File: src/rtl/mag_pkg.sv
// Shared encodings, LFSR constants and the relation-mapping helper for mag_pair_gen.
package mag_pkg;

    localparam logic [1:0] REL_GT  = 2'b00;
    localparam logic [1:0] REL_LT  = 2'b01;
    localparam logic [1:0] REL_EQ  = 2'b10;
    localparam logic [1:0] REL_ANY = 2'b11;

    typedef enum logic [1:0] {
        ST_IDLE    = 2'b00,
        ST_GEN     = 2'b01,
        ST_PRESENT = 2'b10,
        ST_DONE    = 2'b11
    } state_t;

    // Feedback taps q[7], q[5], q[4], q[3]
    localparam logic [7:0] LFSR_TAPS    = 8'hB8;
    localparam logic [7:0] DEFAULT_SEED = 8'hA5;

    typedef struct packed {
        logic [3:0] a;
        logic [3:0] b;
        logic       gt;
        logic       lt;
        logic       eq;
    } pair_t;

    localparam pair_t PAIR_RESET = '{a: 4'd0, b: 4'd0, gt: 1'b0, lt: 1'b0, eq: 1'b1};

    // Forces the raw candidate into the requested relation; flags follow the final pair.
    function automatic pair_t map_pair(input logic [1:0] rel, input logic [7:0] cand);
        logic [3:0] ca;
        logic [3:0] cb;
        pair_t      p;
        ca = cand[7:4];
        cb = cand[3:0];
        p  = PAIR_RESET;
        p.a = ca;
        p.b = cb;
        case (rel)
            REL_GT: begin
                if (ca > cb)          begin p.a = ca;   p.b = cb;         end
                else if (ca < cb)     begin p.a = cb;   p.b = ca;         end
                else if (ca != 4'd0)  begin p.a = ca;   p.b = ca - 4'd1;  end
                else                  begin p.a = 4'd1; p.b = 4'd0;       end
            end
            REL_LT: begin
                if (ca < cb)          begin p.a = ca;         p.b = cb;   end
                else if (ca > cb)     begin p.a = cb;         p.b = ca;   end
                else if (ca != 4'd0)  begin p.a = ca - 4'd1;  p.b = ca;   end
                else                  begin p.a = 4'd0;       p.b = 4'd1; end
            end
            REL_EQ: begin
                p.a = ca;
                p.b = ca;
            end
            default: begin
                p.a = ca;
                p.b = cb;
            end
        endcase
        p.gt = (p.a > p.b);
        p.lt = (p.a < p.b);
        p.eq = (p.a == p.b);
        return p;
    endfunction

endpackage

File: src/rtl/mag_lfsr8.sv
// 8-bit left-shifting Fibonacci LFSR with synchronous load and step enable.
module mag_lfsr8
    import mag_pkg::*;
(
    input  logic       clk,
    input  logic       rst,
    input  logic       load,
    input  logic [7:0] seed,
    input  logic       step,
    output logic [7:0] q
);

    logic [7:0] r_q;

    always_ff @(posedge clk) begin
        if (rst)
            r_q <= DEFAULT_SEED;
        else if (load)
            r_q <= seed;
        else if (step)
            r_q <= {r_q[6:0], ^(r_q & LFSR_TAPS)};
    end

    assign q = r_q;

endmodule

File: src/rtl/mag_pair_gen.sv
// Generates operand pairs in a requested magnitude relation with expected comparator flags.
// Optional result checker enabled by defining MAG_PAIR_CHECK_EN.
module mag_pair_gen
    import mag_pkg::*;
(
    input  logic       clk,
    input  logic       rst,
    input  logic       start,
    input  logic [1:0] rel_sel,
    input  logic [7:0] num_pairs,
    input  logic [7:0] seed,
    input  logic       ready,
    output logic [3:0] A,
    output logic [3:0] B,
    output logic       valid,
    output logic       exp_gt,
    output logic       exp_lt,
    output logic       exp_eq,
    output logic       busy,
    output logic       done
`ifdef MAG_PAIR_CHECK_EN
    ,
    input  logic       res_gt,
    input  logic       res_lt,
    input  logic       res_eq,
    output logic [7:0] err_cnt,
    output logic       mismatch
`endif
);

    // state   | meaning
    // IDLE    | waiting for start, last pair held on A/B
    // GEN     | map LFSR candidate into A/B, advance LFSR
    // PRESENT | pair valid, waiting for ready
    // DONE    | one-cycle done pulse

    state_t     r_state;
    state_t     w_state_next;
    logic       w_accept_start;
    logic       w_gen;
    logic       w_hs;
    logic [7:0] w_seed_eff;
    logic [7:0] w_lfsr_q;
    logic [7:0] w_count_next;

    logic [1:0] r_rel;
    logic [7:0] r_num_pairs;
    logic [7:0] r_count;
    pair_t      r_pair;
    logic       r_valid;

    assign w_seed_eff   = (seed == 8'd0) ? DEFAULT_SEED : seed;
    assign w_count_next = r_count + 8'd1;

    mag_lfsr8 u_lfsr (
        .clk  (clk),
        .rst  (rst),
        .load (w_accept_start),
        .seed (w_seed_eff),
        .step (w_gen),
        .q    (w_lfsr_q)
    );

    always_ff @(posedge clk) begin
        if (rst)
            r_state <= ST_IDLE;
        else
            r_state <= w_state_next;
    end

    always_comb begin
        w_state_next   = r_state;
        w_accept_start = 1'b0;
        w_gen          = 1'b0;
        w_hs           = 1'b0;
        case (r_state)
            ST_IDLE: begin
                if (start) begin
                    w_accept_start = 1'b1;
                    w_state_next   = (num_pairs == 8'd0) ? ST_DONE : ST_GEN;
                end
            end
            ST_GEN: begin
                w_gen        = 1'b1;
                w_state_next = ST_PRESENT;
            end
            ST_PRESENT: begin
                if (r_valid && ready) begin
                    w_hs         = 1'b1;
                    w_state_next = (w_count_next == r_num_pairs) ? ST_DONE : ST_GEN;
                end
            end
            ST_DONE: begin
                w_state_next = ST_IDLE;
            end
            default: begin
                w_state_next = ST_IDLE;
            end
        endcase
    end

    // Run parameters are captured only on an accepted start, so mid-run input changes are ignored.
    always_ff @(posedge clk) begin
        if (rst) begin
            r_rel       <= REL_GT;
            r_num_pairs <= 8'd0;
            r_count     <= 8'd0;
            r_pair      <= PAIR_RESET;
            r_valid     <= 1'b0;
        end else begin
            if (w_accept_start) begin
                r_rel       <= rel_sel;
                r_num_pairs <= num_pairs;
                r_count     <= 8'd0;
            end
            if (w_gen) begin
                r_pair  <= map_pair(r_rel, w_lfsr_q);
                r_valid <= 1'b1;
            end
            if (w_hs) begin
                r_count <= w_count_next;
                r_valid <= 1'b0;
            end
        end
    end

    assign A      = r_pair.a;
    assign B      = r_pair.b;
    assign exp_gt = r_pair.gt;
    assign exp_lt = r_pair.lt;
    assign exp_eq = r_pair.eq;
    assign valid  = r_valid;
    assign busy   = (r_state != ST_IDLE);
    assign done   = (r_state == ST_DONE);

`ifdef MAG_PAIR_CHECK_EN
    logic [7:0] r_err_cnt;
    logic       r_mismatch;

    always_ff @(posedge clk) begin
        if (rst || w_accept_start) begin
            r_err_cnt  <= 8'd0;
            r_mismatch <= 1'b0;
        end else if (w_hs && ({res_gt, res_lt, res_eq} != {r_pair.gt, r_pair.lt, r_pair.eq})) begin
            if (r_err_cnt != 8'hFF)
                r_err_cnt <= r_err_cnt + 8'd1;
            r_mismatch <= 1'b1;
        end
    end

    assign err_cnt  = r_err_cnt;
    assign mismatch = r_mismatch;
`endif

endmodule
File: config.mk
export PLATFORM = sky130hd
export DESIGN_NAME = mag_pair_gen
export DESIGN_NICKNAME = d
export VERILOG_FILES = /design/src/rtl/mag_pkg.sv /design/src/rtl/mag_lfsr8.sv /design/src/rtl/mag_pair_gen.sv
export SDC_FILE = /design/constraint.sdc
export NUM_CORES = 1
export LEC_CHECK = 0
export BUFFER_PORTS_ARGS = -buffer_cell sky130_fd_sc_hd__buf_2
export CORE_ASPECT_RATIO = 1.5
export CORE_MARGIN = 2
export CORE_UTILIZATION = 30
export DETAILED_ROUTE_END_ITERATION = 12
export PLACE_DENSITY = 0.47
export SYNTH_ARGS = -nofsm -noshare
export SYNTH_HDL_FRONTEND = slang
export SYNTH_SLANG_ARGS = --single-unit
File: constraint.sdc
create_clock -name clk -period 2.9 [get_ports clk]
set_input_delay 0.29 -clock clk [delete_from_list [all_inputs] [get_ports clk]]
set_output_delay 0.29 -clock clk [all_outputs]
set_load 0.01 [all_outputs]
; ---- Word-level counts from Yosys, hierarchy flattened
; Index checks and enable logic that the tools add are counted.
[op_classes]
reduce_logical = 12
eq_ne = 9
add_sub_neg = 2
mux = 24
order_cmp = 4
[op_table]
columns = cell, n
row1 = two-way mux 8 bit, 13
row2 = case mux 8 bit (3 select lines), 1
row3 = zero test 8 bit, 2
row4 = adder 8 x 1 -> 8 bit (second input constant), 1
row5 = == test 8 bit, 1
row6 = > comparator 4 bit, 2
row7 = less-than comparator 4 bit, 2
row8 = two-way mux 2 bit, 4
row9 = case mux 2 bit (4 select lines), 1
row10 = parity 8 bit, 1
row11 = == test 2 bit (second input constant), 3
row12 = nonzero test 2 bit, 3
row13 = two-way mux 1 bit, 5
row14 = == test 2 x 1 -> 1 bit (second input constant), 2
row15 = == test 4 bit, 1
row16 = zero test 2 bit, 2
row17 = != test 2 bit (second input constant), 2
row18 = nonzero test 4 bit, 1
row19 = subtractor 4 x 1 -> 4 bit (second input constant), 1
row20 = AND reduction 2 bit, 1
row21 = OR reduction 2 bit, 1
row22 = logical AND 1 bit, 1
[totals]
wordCells = 62
register_bits = 40
input_bits = 22

; ---- Depth between registers and ports, before layout
; Gate-level depths: netlist (run 1).
[logic_depth]
depth_word = 8
mapped_depth = 18
mapped_depth_nobuf = 15

; ---- Hierarchy
; From an unflattened synthesis (run 1), not the netlist that was laid out.
[hier_totals]
cells_unflattened = 318
area_unflattened_um2 = 2558.7
[modules_own_cells]
columns = mod, n_inst, cells_per_inst, area_per_inst_um2
row1 = mag_pair_gen, 1, 279, 2128.3
row2 = mag_lfsr8, 1, 39, 430.4

; ---- Worst setup path before layout (run 1)
; No wires, ideal clock.
[synth_path]
kind = register -> register
startpoint = register u_lfsr.r_q[1] (netlist: u_lfsr.q[1])
endpoint = register r_pair (netlist bit exp_gt)
required_ps = 2772
setup_time_ps = 128
arrival_time_ps = 2920
slack_ps = -147
period_less_slack_ps = 3047
stages_incl_launch_ff = 18
n_path_buf = 2
cell_sequence = dfxtp_1 inv_1 ha_1 nor2b_4 o211ai_2 and2_4 buf_6 buf_8 a21oi_2 mux2_4 a21boi_1 ha_1 nor2b_1 o21ai_0 nand2b_1 a21o_1 a22oi_1 nor2_1
[synth_via]
elab_chain_len = 7
[synth_lines]
columns = item, line_no
row1 = start: declaration, mag_lfsr8.sv:13  ; logic [7:0] r_q;
row2 = start signal: assignment, mag_lfsr8.sv:21  ; r_q <= {r_q[6:0], ^(r_q & LFSR_TAPS)};
row3 = > comparator 4 bit or less-than comparator 4 bit (tied branches), -
row4 = "two-way mux 8 bit, on equally long branches", "mag_pkg.sv:49, mag_pkg.sv:43"
row5 = "two-way mux 8 bit, on equally long branches", "mag_pkg.sv:48, mag_pkg.sv:42"
row6 = case mux 8 bit (3 select lines) (*), mag_pkg.sv:40  ; case (rel)
row7 = two-way mux 8 bit (*), mag_pair_gen.sv:116  ; if (w_gen) begin
row8 = two-way mux 8 bit (*), mag_pair_gen.sv:104  ; if (rst) begin
row9 = > comparator 4 bit (*), mag_pkg.sv:62  ; p.gt = (p.a > p.b);
row10 = end signal: assignment, mag_pair_gen.sv:117  ; r_pair <= map_pair(r_rel, w_lfsr_q);
row11 = end: declaration, mag_pair_gen.sv:49  ; pair_t r_pair;
; Mark *: on every way between the ends. The rest lies on a longest branch, timed or not. The select of a mux whose other input is x is not followed.
; A chain may end at the register's enable or synchronous reset.

; ---- Final worst setup path (run 1)
[layout_path]
startpoint = register u_lfsr.r_q[3] (netlist: u_lfsr.q[3])
endpoint = register r_pair (netlist bit exp_gt)
; The elaborated chain is that of the path after synthesis.

==> impl_metrics.toml, run 1 <==
[die]
num_rows = 41
design.die.area_mm2 = 0.009290
initial_core_util_pct = 30.57
design.core.area_mm2 = 0.008362
dieHeight_um = 117.1
ios = 36
die_w_um = 79.37

[synth]
syn_inst = 333
ys_types = 61
syn_area_mm2 = 0.002556
yosys_warnings = 0
postSynthAreaPerCell_um2 = 7.676
async_flop_share_pct = 0
ys_dominant_reg_cell = "dfxtp_1"
synth-seq-cells = 40
syn-num-nets = 365
synth-edff-count = 0
seq_area_frac_synth_pct = 31.33

[timing]
tightestPinTransition_ns = 0.8451
slew_headroom_pct = 43.66
period_needed_ns = 2.859
setup_slack_ns = 0.04062
final_hold_viol_count = 0
fin_tns_setup_ns = 0
slew_violations = 0
fin_crit_sh_pct = 98.60
fin_skew_ns = 0.009087
rsz0062_at_grt = "true"
hold_slack_ns = 0.2480
finalSetupViolations = 0
max_freq_mhz = 349.7

[global_route]
gr-usage-met3_pct = 2.684
use_met2_pct = 32.54
grt_pass1_wl_mm = 12.36
grt-busiest-layer = "met2"
grt_max_degree = 44
grt_pass1_vias = 2529
use_met1_pct = 18.50
track_usage_pct = 17.28
overflow = 0
antenna_found_initial = 0

[finish]
final_nets = 422
final_core_util_pct = 39.94
drive_above_1_share_pct = 28.90
stdcell_count = 498
diodes = 0
area_growth_pct = 30.64
stdcell_area_mm2 = 0.003339

[route]
route.vias.total = 2608
antenna_left = 0
dr.first_iter.drc_count = 125
dr.pass1.iters = 4
via_per_inst = 5.237
wl_per_cell_um = 15.26
route.detailed.drc = 0
wl_mm = 7.597

[worst_setup_path]
worst_setup_path_end_kind = "flip-flop"
worst_ep_arrival_time_ns = 3.01
start_kind = "flip-flop"
crit_type = "reg2reg"
cp_max_fo = 3
cp.required_ns = 3.05

[pwr]
power.total_mw = 2.029
vdd_drop_max_mv = 0.3547
leakage_nw = 1.377
p_per_area_mw_per_mm2 = 607.6

[place]
gp_congestion = 0.7992
place_area_mm2 = 0.003053
dp_hpwl_mm = 5.682
dp_slack_ns = -0.06240
portBuffers = 35
placedCellCount = 485

[run_status]
status = "finished, final reports clean"

[clock_tree]
clkTransAtPathRegs_ns = 0.07
htree_levels = 2
cts_num_sinks = 40
root_buffer = "clkbuf_16"
cts_tree = "done"
cts_made_buffers = 5
clk_latency_ns = 0.29
clock_path_buffers = 2

[min_path]
hold_path_class = "in2reg"

[run]
maxCapViolCount = 0
==> registers in the layout, indices dropped and copies added (netlist names) <==
name and count:
r_num_pairs 8, B 4, r_rel 2, r_state 2
u_lfsr.q 8, exp_gt 1, A 4, valid 1
exp_eq 1, exp_lt 1, r_count 8
==> worst max-delay path: stages (launching register included) <==
cell and delay (ns):
dfxtp_2 0.33, inv_2 0.05, ha_4 0.27, nand4_1 0.18
nor3_2 0.26, a21oi_2 0.05, o31a_1 0.24, mux2_4 0.26
a21boi_4 0.15, ha_4 0.24, nor2b_4 0.12, o21ai_2 0.11
nand2b_1 0.07, a21o_1 0.17, a22oi_1 0.15, nor2_1 0.05
==> kinds of logic (layout without fill, tap and decap cells) <==
family,after synthesis,count (layout),share of synthesized area [%]
flops,40,40,31.33
simple gates,139,139,26.92
fa+ha+maj,10,10,4.895
buf+inv,30,88,5.776
compound gates,97,97,24.82
xor+xnor,12,12,4.112
mux,5,5,2.154
==> area by class of cell <==
type	count	area, µm²
Fill cell	886	5022
Multi-Input combinational cell	263	1718
Sequential cell	40	809.5
Timing Repair Buffer	72	456.7
Tap cell	107	133.9
Clock buffer	6	128.9
Clock inverter	2	60.06
Inverter	8	32.53
==> metal layers <==
layer,up-vias,share of wire (%)
met5,-,0
met4,0,3.8
met3,16,2.7
met2,44,53
met1,1237,40
li1,1311,-
==> synthesized netlist by cell type, drive strengths merged (2+ instances only) <==
| cell | count | share of area [%] |
|---|---|---|
| nand3 | 12 | 2.3 |
| o211ai | 2 | 0.78 |
| nor3b | 4 | 1.2 |
| or4 | 2 | 0.59 |
| a21oi | 34 | 7.0 |
| o21bai | 2 | 0.59 |
| a31oi | 3 | 0.73 |
| or2 | 2 | 0.49 |
| nor2b | 5 | 1.5 |
| clkbuf | 11 | 1.6 |
| xor2 | 5 | 1.7 |
| nand2b | 6 | 1.5 |
| a22oi | 7 | 2.3 |
| nand3b | 4 | 1.2 |
| or3 | 4 | 0.98 |
| and3 | 6 | 1.5 |
| nor3 | 9 | 2.2 |
| o31ai | 3 | 0.88 |
| xnor2 | 7 | 2.4 |
| inv | 8 | 1.2 |
| nand2 | 45 | 6.6 |
| a21o | 3 | 0.88 |
| a211oi | 3 | 1.1 |
| a221oi | 4 | 1.4 |
| mux2i | 4 | 1.6 |
| ha | 10 | 4.9 |
| buf | 11 | 3.0 |
| and2 | 4 | 1.1 |
| nor2 | 31 | 4.6 |
| nor4 | 3 | 0.73 |
| o21ai | 22 | 4.3 |
| dfxtp | 40 | 31 |
| o221ai | 2 | 0.69 |
==> worst paths after layout <==
| check | start | end | slack [ns] | cells after the start |
|---|---|---|---|---|
| worst min register to register | B[3] | B[3] | 0.45 | 2 |
| worst max register to register | u_lfsr.q[3] | exp_gt | 0.04 | 15 |
| worst min-delay path | rel_sel[1] | r_rel[1] | 0.25 | 3 |
| worst max-delay path | u_lfsr.q[3] | exp_gt | 0.04 | 15 |
==> where the power goes <==
group	internal [mW]	leakage, nW	switching (mW)	total (mW)
Clock	0.494	0.0911	0.236	0.730
Combinational	0.339	0.958	0.331	0.670
Sequential	0.592	0.328	0.0371	0.629
Total	1.42	1.38	0.604	2.03
==> cell usage in the layout (no fill, tap or decap), drive strengths merged, types with 4 or more instances in the layout <==
cell    instances
a21oi          34
a221oi          4
a22oi           7
and2            4
and3            6
buf            72
clkbuf          6
dfxtp          40
ha             10
inv             8
mux2i           4
nand2          45
nand2b          6
nand3          12
nand3b          4
nor2           31
nor2b           5
nor3            9
nor3b           4
o21ai          22
or3             4
xnor2           7
xor2            5
==> what timing repair did <==
item,in CTS,in global routing
cloned,0,0
gates resized for setup,1,11
pin swaps,11,8
endpoints found under the hold margin,0,0
hold buffers,0,0
buffers inserted,3,2
setup endpoints to repair,2,3
Power figures use the tool's default switching activity.
==> inputs of run 2 (changes only) <==
ABC_AREA = 1   (was default)
==> run 2 against run 1 <==
Die area increased by 0.14%. Sequential power increased by 0.6%. Count of clock-buffer cells in the layout increased by 1. Synthesized area increased by 0.15%. Critical path type unchanged. Power decreased by 9.5%. Sequential share of layout area increased by 1.8 points. Largest power group unchanged. Critical endpoint unchanged. Combinational power decreased by 22%. Hold slack about the same. Largest cell class unchanged. Maximum frequency increased by 7.5%. Via count increased by 1.5%.
==> impl_metrics.toml, run 2 <==
[synth]
seq_area_frac_synth_pct = 31.28
synthTopCellsByCount = "nand2_1 (91), inv_1 (54), nor2_1 (48)"
synth_top_area_share_pct = 31.28
syn_inst = 400
ys_types = 32
syn-num-nets = 432
postSynthAreaPerCell_um2 = 6.400
synth-edff-count = 0
syn_area_mm2 = 0.002560
synth-seq-cells = 40
yosys_warnings = 0
yosysTopAreaCell = "dfxtp_1"
ys_dominant_reg_cell = "dfxtp_1"
async_flop_share_pct = 0
yosysMostFrequentCell = "nand2_1"
synth_area_leaders = "dfxtp_1 (31%), nand2_1 (13%), inv_1 (7.9%)"

[pwr]
p_seq_share_pct = 34.5
leakage_nw = 1.456
p_clk_share_pct = 37.1
p_int_mw = 1.245
vdd_drop_max_mv = 0.2900
switching_power_uw = 592.0
sw_frac_of_total_pct = 32.23
comb_power_share_pct = 28.4
power.total_mw = 1.837
p_per_area_mw_per_mm2 = 597.3

[route]
route.vias.total = 2648
antenna_left = 0
wl_per_cell_um = 13.60
wl_mm = 7.441
dr.first_iter.drc_count = 111
dr.pass1.iters = 4
via_per_inst = 4.841
route.detailed.drc = 0

[worst_setup_path]
cp_max_fo = 6
r2r_end = "exp_gt"
r2r_slack_ns = 0.24
worst_setup_path_end_kind = "flip-flop"
cp.required_ns = 3.05
start_kind = "flip-flop"
worstRegToRegCells = 19
worst_ep_arrival_time_ns = 2.81
worstReg2RegStart = "u_lfsr.q[3]"
crit_type = "reg2reg"

[global_route]
antenna_found_initial = 0
overflow = 0
grt_pass1_vias = 2460
grt_pass1_wl_mm = 11.87
track_usage_pct = 16.80
grt_max_degree = 26

[finish]
area_growth_pct = 20.14
layout_commonest_cell = "nand2_1"
final_cell_mix = "nand2_1 (90), inv_1 (54), nor2_1 (48)"
drive_above_1_share_pct = 15.91
diodes = 0
num-fill-cells = 892
final_nets = 471

[min_path]
holdPathStages = 3
hold_path_class = "in2reg"
hp-start = "num_pairs[0]"
hold_path_end = "r_num_pairs[0]"

[clock_tree]
ctsHoldBuffers = 0
root_buffer = "clkbuf_16"
htree_levels = 2
cts_tree = "done"
clk_latency_ns = 0.29
clkTransAtPathRegs_ns = 0.06
cts_made_buffers = 5
clock_path_buffers = 2
cts_num_sinks = 40

[timing]
finalSetupViolations = 0
fin_tns_setup_ns = 0
rsz0062_at_grt = "false"
final_hold_viol_count = 0
slew_violations = 0
max_freq_mhz = 376.1
tightestPinTransition_ns = 0.5860
slew_headroom_pct = 60.89
fin_crit_sh_pct = 91.69
fin_skew_ns = 0.005657
period_needed_ns = 2.659

[die]
num_rows = 41
dieHeight_um = 117.1
die_w_um = 79.43
ios = 36
design.core.area_mm2 = 0.008362
initial_core_util_pct = 30.61
design.die.area_mm2 = 0.009303

[run_status]
status = "finished, final reports clean"

[place]
gp_congestion = 0.8878
portBuffers = 35
dp_hpwl_mm = 5.613

[run]
maxCapViolCount = 0
[run 2: cell families (layout without fill, tap and decap cells)]
kind of cell | after synthesis | after routing | synth area share, %
and+or+nand+nor | 206 | 207 | 35.78
AOI/OAI and AO/OA | 70 | 70 | 15.93
buffers and inverters | 70 | 109 | 10.75
DFF | 40 | 40 | 31.28
adders and majority gates | 10 | 10 | 4.888
xor gates and xnor gates | 4 | 4 | 1.369
[run 2: metal layers]
metal	GRT usage, %	wire length, µm	up-vias
met1	17.38	2998	1189
met3	2.607	187	17
met5	0	0	-
met2	31.88	4026	50
li1	-	-	1392
met4	9.195	228	0
[run 2: layout make-up]
type,count,area (µm²),area share (%)
clock buffers,7,152.6,4.963
clock inverters,1,30.03,0.9764
inverters,58,217.7,7.079
multi-input cells,291,1505,48.94
flip-flops and latches,40,800.8,26.04
well taps,107,133.9,4.353
repair buffers,43,235.2,7.649
[run 2: power by group through the flow]
stage	registers, mW	clock network [mW]	logic, mW
after floorplan	0.641	0	0.362
after global routing	0.638	0.727	0.596
after CTS	0.633	0.694	0.507
final	0.633	0.682	0.521
after detailed placement	0.644	0	0.505
after global placement	0.644	0	0.505
[run 2: how the worst max path moves through the flow]
stage,start,to,slack [ns],depth (start not counted)
global placement,u_lfsr.q[3],exp_gt,0.19,19
detailed placement,u_lfsr.q[3],exp_gt,0.18,19
floorplan,u_lfsr.q[3],exp_gt,0.49,17
global route,u_lfsr.q[1],exp_gt,0.008,18
finish,u_lfsr.q[3],exp_gt,0.24,19
CTS,u_lfsr.q[3],exp_gt,0.16,19
[run 2: timing repair]
| item | CTS | global route |
|---|---|---|
| hold endpoints to repair | 0 | 0 |
| gates resized for setup | 0 | 4 |
| setup buffers | 0 | 2 |
| endpoints found under the setup margin | 0 | 2 |
[run 2: worst max-delay path: stages, from the launching register on]
cell and delay (ns):
dfxtp_1 0.40, inv_1 0.12, ha_1 0.36, nand2_1 0.07
inv_1 0.09, nand2_2 0.11, nand2_4 0.12, inv_2 0.07
nand2_1 0.10, nand3_1 0.08, nand2_1 0.06, inv_1 0.04
and3_1 0.14, ha_1 0.30, inv_1 0.06, nor2_1 0.03
o211ai_1 0.15, nand2_1 0.09, nand3_1 0.07, a21oi_1 0.05
[run 2: metrics by stage]
step	util, %	instance area, µm²	hold slack, ns	setup WS, ns	cells
after floorplan	-	2560	0.4249	0.4930	400
after global placement	34.16	2856	0.4576	0.1934	536
after detailed placement	34.16	2856	0.4548	0.1753	536
after CTS	36.35	3039	0.2439	0.1578	544
after global routing	36.78	3075	0.2585	0.007803	547
final	36.78	3075	0.2482	0.2411	547
==> inputs of run 3 (changes only) <==
CORE_ASPECT_RATIO = 1.2   (was 1.5)
PLACE_DENSITY = 0.61   (was 0.47)
clock period = 2.3 ns   (was 2.9 ns; I/O delays follow)
==> run 3 against run 2 <==
The run now ends with setup timing left. Power up 29%. Maximum frequency up 12%. Combinational power up 68%. Hold slack worse by 0.079 ns. Highest routed layer unchanged.
==> impl_metrics.toml, run 3 (synthesis gave the netlist of run 2 again) <==
[finish]
layout_commonest_cell = "nand2_1"
drive_above_1_share_pct = 28.81
final_core_util_pct = 41.73
stdcell_count = 586
area_growth_pct = 33.63
stdcell_area_mm2 = 0.003421
multiInputGateArea_mm2 = 0.001615
seqCellArea_um2 = 810.8
final_nets = 504
num-fill-cells = 900
diodes = 0
final_cell_mix = "nand2_1 (85), inv_1 (47), nor2_1 (44)"

[min_path]
hold_path_class = "in2reg"

[run_status]
status = "complete, but fails checks"
violations = "setup timing"

[clock_tree]
root_buffer = "clkbuf_8"
ctsHoldBuffers = 0
cts_made_buffers = 5
cts_num_sinks = 40
clk_latency_ns = 0.30
clock_path_buffers = 2
cts_tree = "done"
clkTransAtPathRegs_ns = 0.08
htree_levels = 2

[place]
portBuffers = 35
dp_slack_ns = -0.1653
gp_congestion = 0.8958
dp_hpwl_mm = 5.718
place_area_mm2 = 0.003124
placedCellCount = 573

[timing]
fin_skew_ns = 0.009713
final_hold_viol_count = 0
setup_slack_ns = -0.07938
finalSetupViolations = 2
slew_headroom_pct = 65.38
tightestPinTransition_ns = 0.5174
period_needed_ns = 2.379
slew_violations = 0
rsz0062_at_grt = "true"
fin_crit_sh_pct = 103.5
max_freq_mhz = 420.3

[global_route]
overflow = 0
track_usage_pct = 16.49
antenna_found_initial = 0
grt_pass1_wl_mm = 12.31
grt_max_degree = 26
grt_pass1_vias = 2699

[die]
initial_core_util_pct = 31.23
design.die.area_mm2 = 0.009291
num_rows = 36
ios = 36
die_w_um = 88.33
dieHeight_um = 105.2
design.core.area_mm2 = 0.008198

[route]
wl_per_cell_um = 12.59
dr.pass1.iters = 4
route.detailed.drc = 0
antenna_left = 0
dr.first_iter.drc_count = 121
route.vias.total = 2820
wl_mm = 7.378
via_per_inst = 4.812

[worst_setup_path]
cp.required_ns = 2.46
crit_type = "reg2reg"
start_kind = "flip-flop"
worst_ep_arrival_time_ns = 2.54
worst_setup_path_end_kind = "flip-flop"
cp_max_fo = 8

[pwr]
vdd_drop_max_mv = 0.2995
leakage_nw = 1.596
p_per_area_mw_per_mm2 = 690.8
power.total_mw = 2.363

[run]
maxCapViolCount = 0
[run 3: worst max-delay path: stages, from the launching register on]
cell and delay, ns:
dfxtp_2 0.34, inv_2 0.05, ha_4 0.26, inv_2 0.03, o21bai_1 0.15, nand2_2 0.11
nand2_4 0.11, buf_12 0.12, o211ai_1 0.10, nand4_1 0.12, and3_4 0.20, ha_4 0.20
inv_1 0.04, nor2_1 0.03, o211ai_1 0.16, nand2_1 0.11, nand3_2 0.07, a21oi_2 0.05
[run 3: layout make-up]
cell class                      instances  area share (%)
Tap cell                              114           4.170
Timing Repair Buffer                   77           14.70
Multi-Input combinational cell        290           47.22
Inverter                               58           6.437
Clock inverter                          2           1.756
Clock buffer                            5           2.012
Sequential cell                        40           23.70
[run 3: path summary, 6_finish.rpt]
check        slack [ns]            from              to  cells after the start
min reg2reg        0.48  r_num_pairs[3]  r_num_pairs[3]                      2
min                0.17    num_pairs[0]  r_num_pairs[0]                      3
max               -0.08     u_lfsr.q[1]          exp_gt                     17
max reg2reg       -0.08     u_lfsr.q[1]          exp_gt                     17
[run 3: per-stage QoR]
stage / hold slack, ns / setup TNS (ns)
6_report: 0.1689 / -0.1188
4_1_cts: 0.1620 / -0.06702
3_5_place_dp: 0.4692 / -0.2518
2_1_floorplan: 0.3649 / 0
5_1_grt: 0.1755 / -0.5895
3_3_place_gp: 0.4565 / -0.06854
[run 3: where the power goes]
part           total (mW)  internal [mW]  leakage, nW  switching [mW]
Sequential          0.792          0.751        0.329          0.0412
Combinational       0.876          0.401         1.20           0.475
Clock               0.695          0.428       0.0642           0.267
Total                2.36           1.58         1.60           0.783
[run 3: what timing repair did]
action / 4_1_cts / 5_1_grt
resized for setup: 19 / 14
setup buffers: 2 / 4
endpoints found under the setup margin: 3 / 3
pin swaps: 16 / 13
[run 3: routing by layer]
metal / track usage (%) / up-vias / share of wire [%]
met1: 18.83 / 1297 / 43
met5: 0 / - / 0
met3: 3.239 / 12 / 3.7
met4: 6.494 / 0 / 2.5
li1: - / 1457 / -
met2: 29.32 / 54 / 51
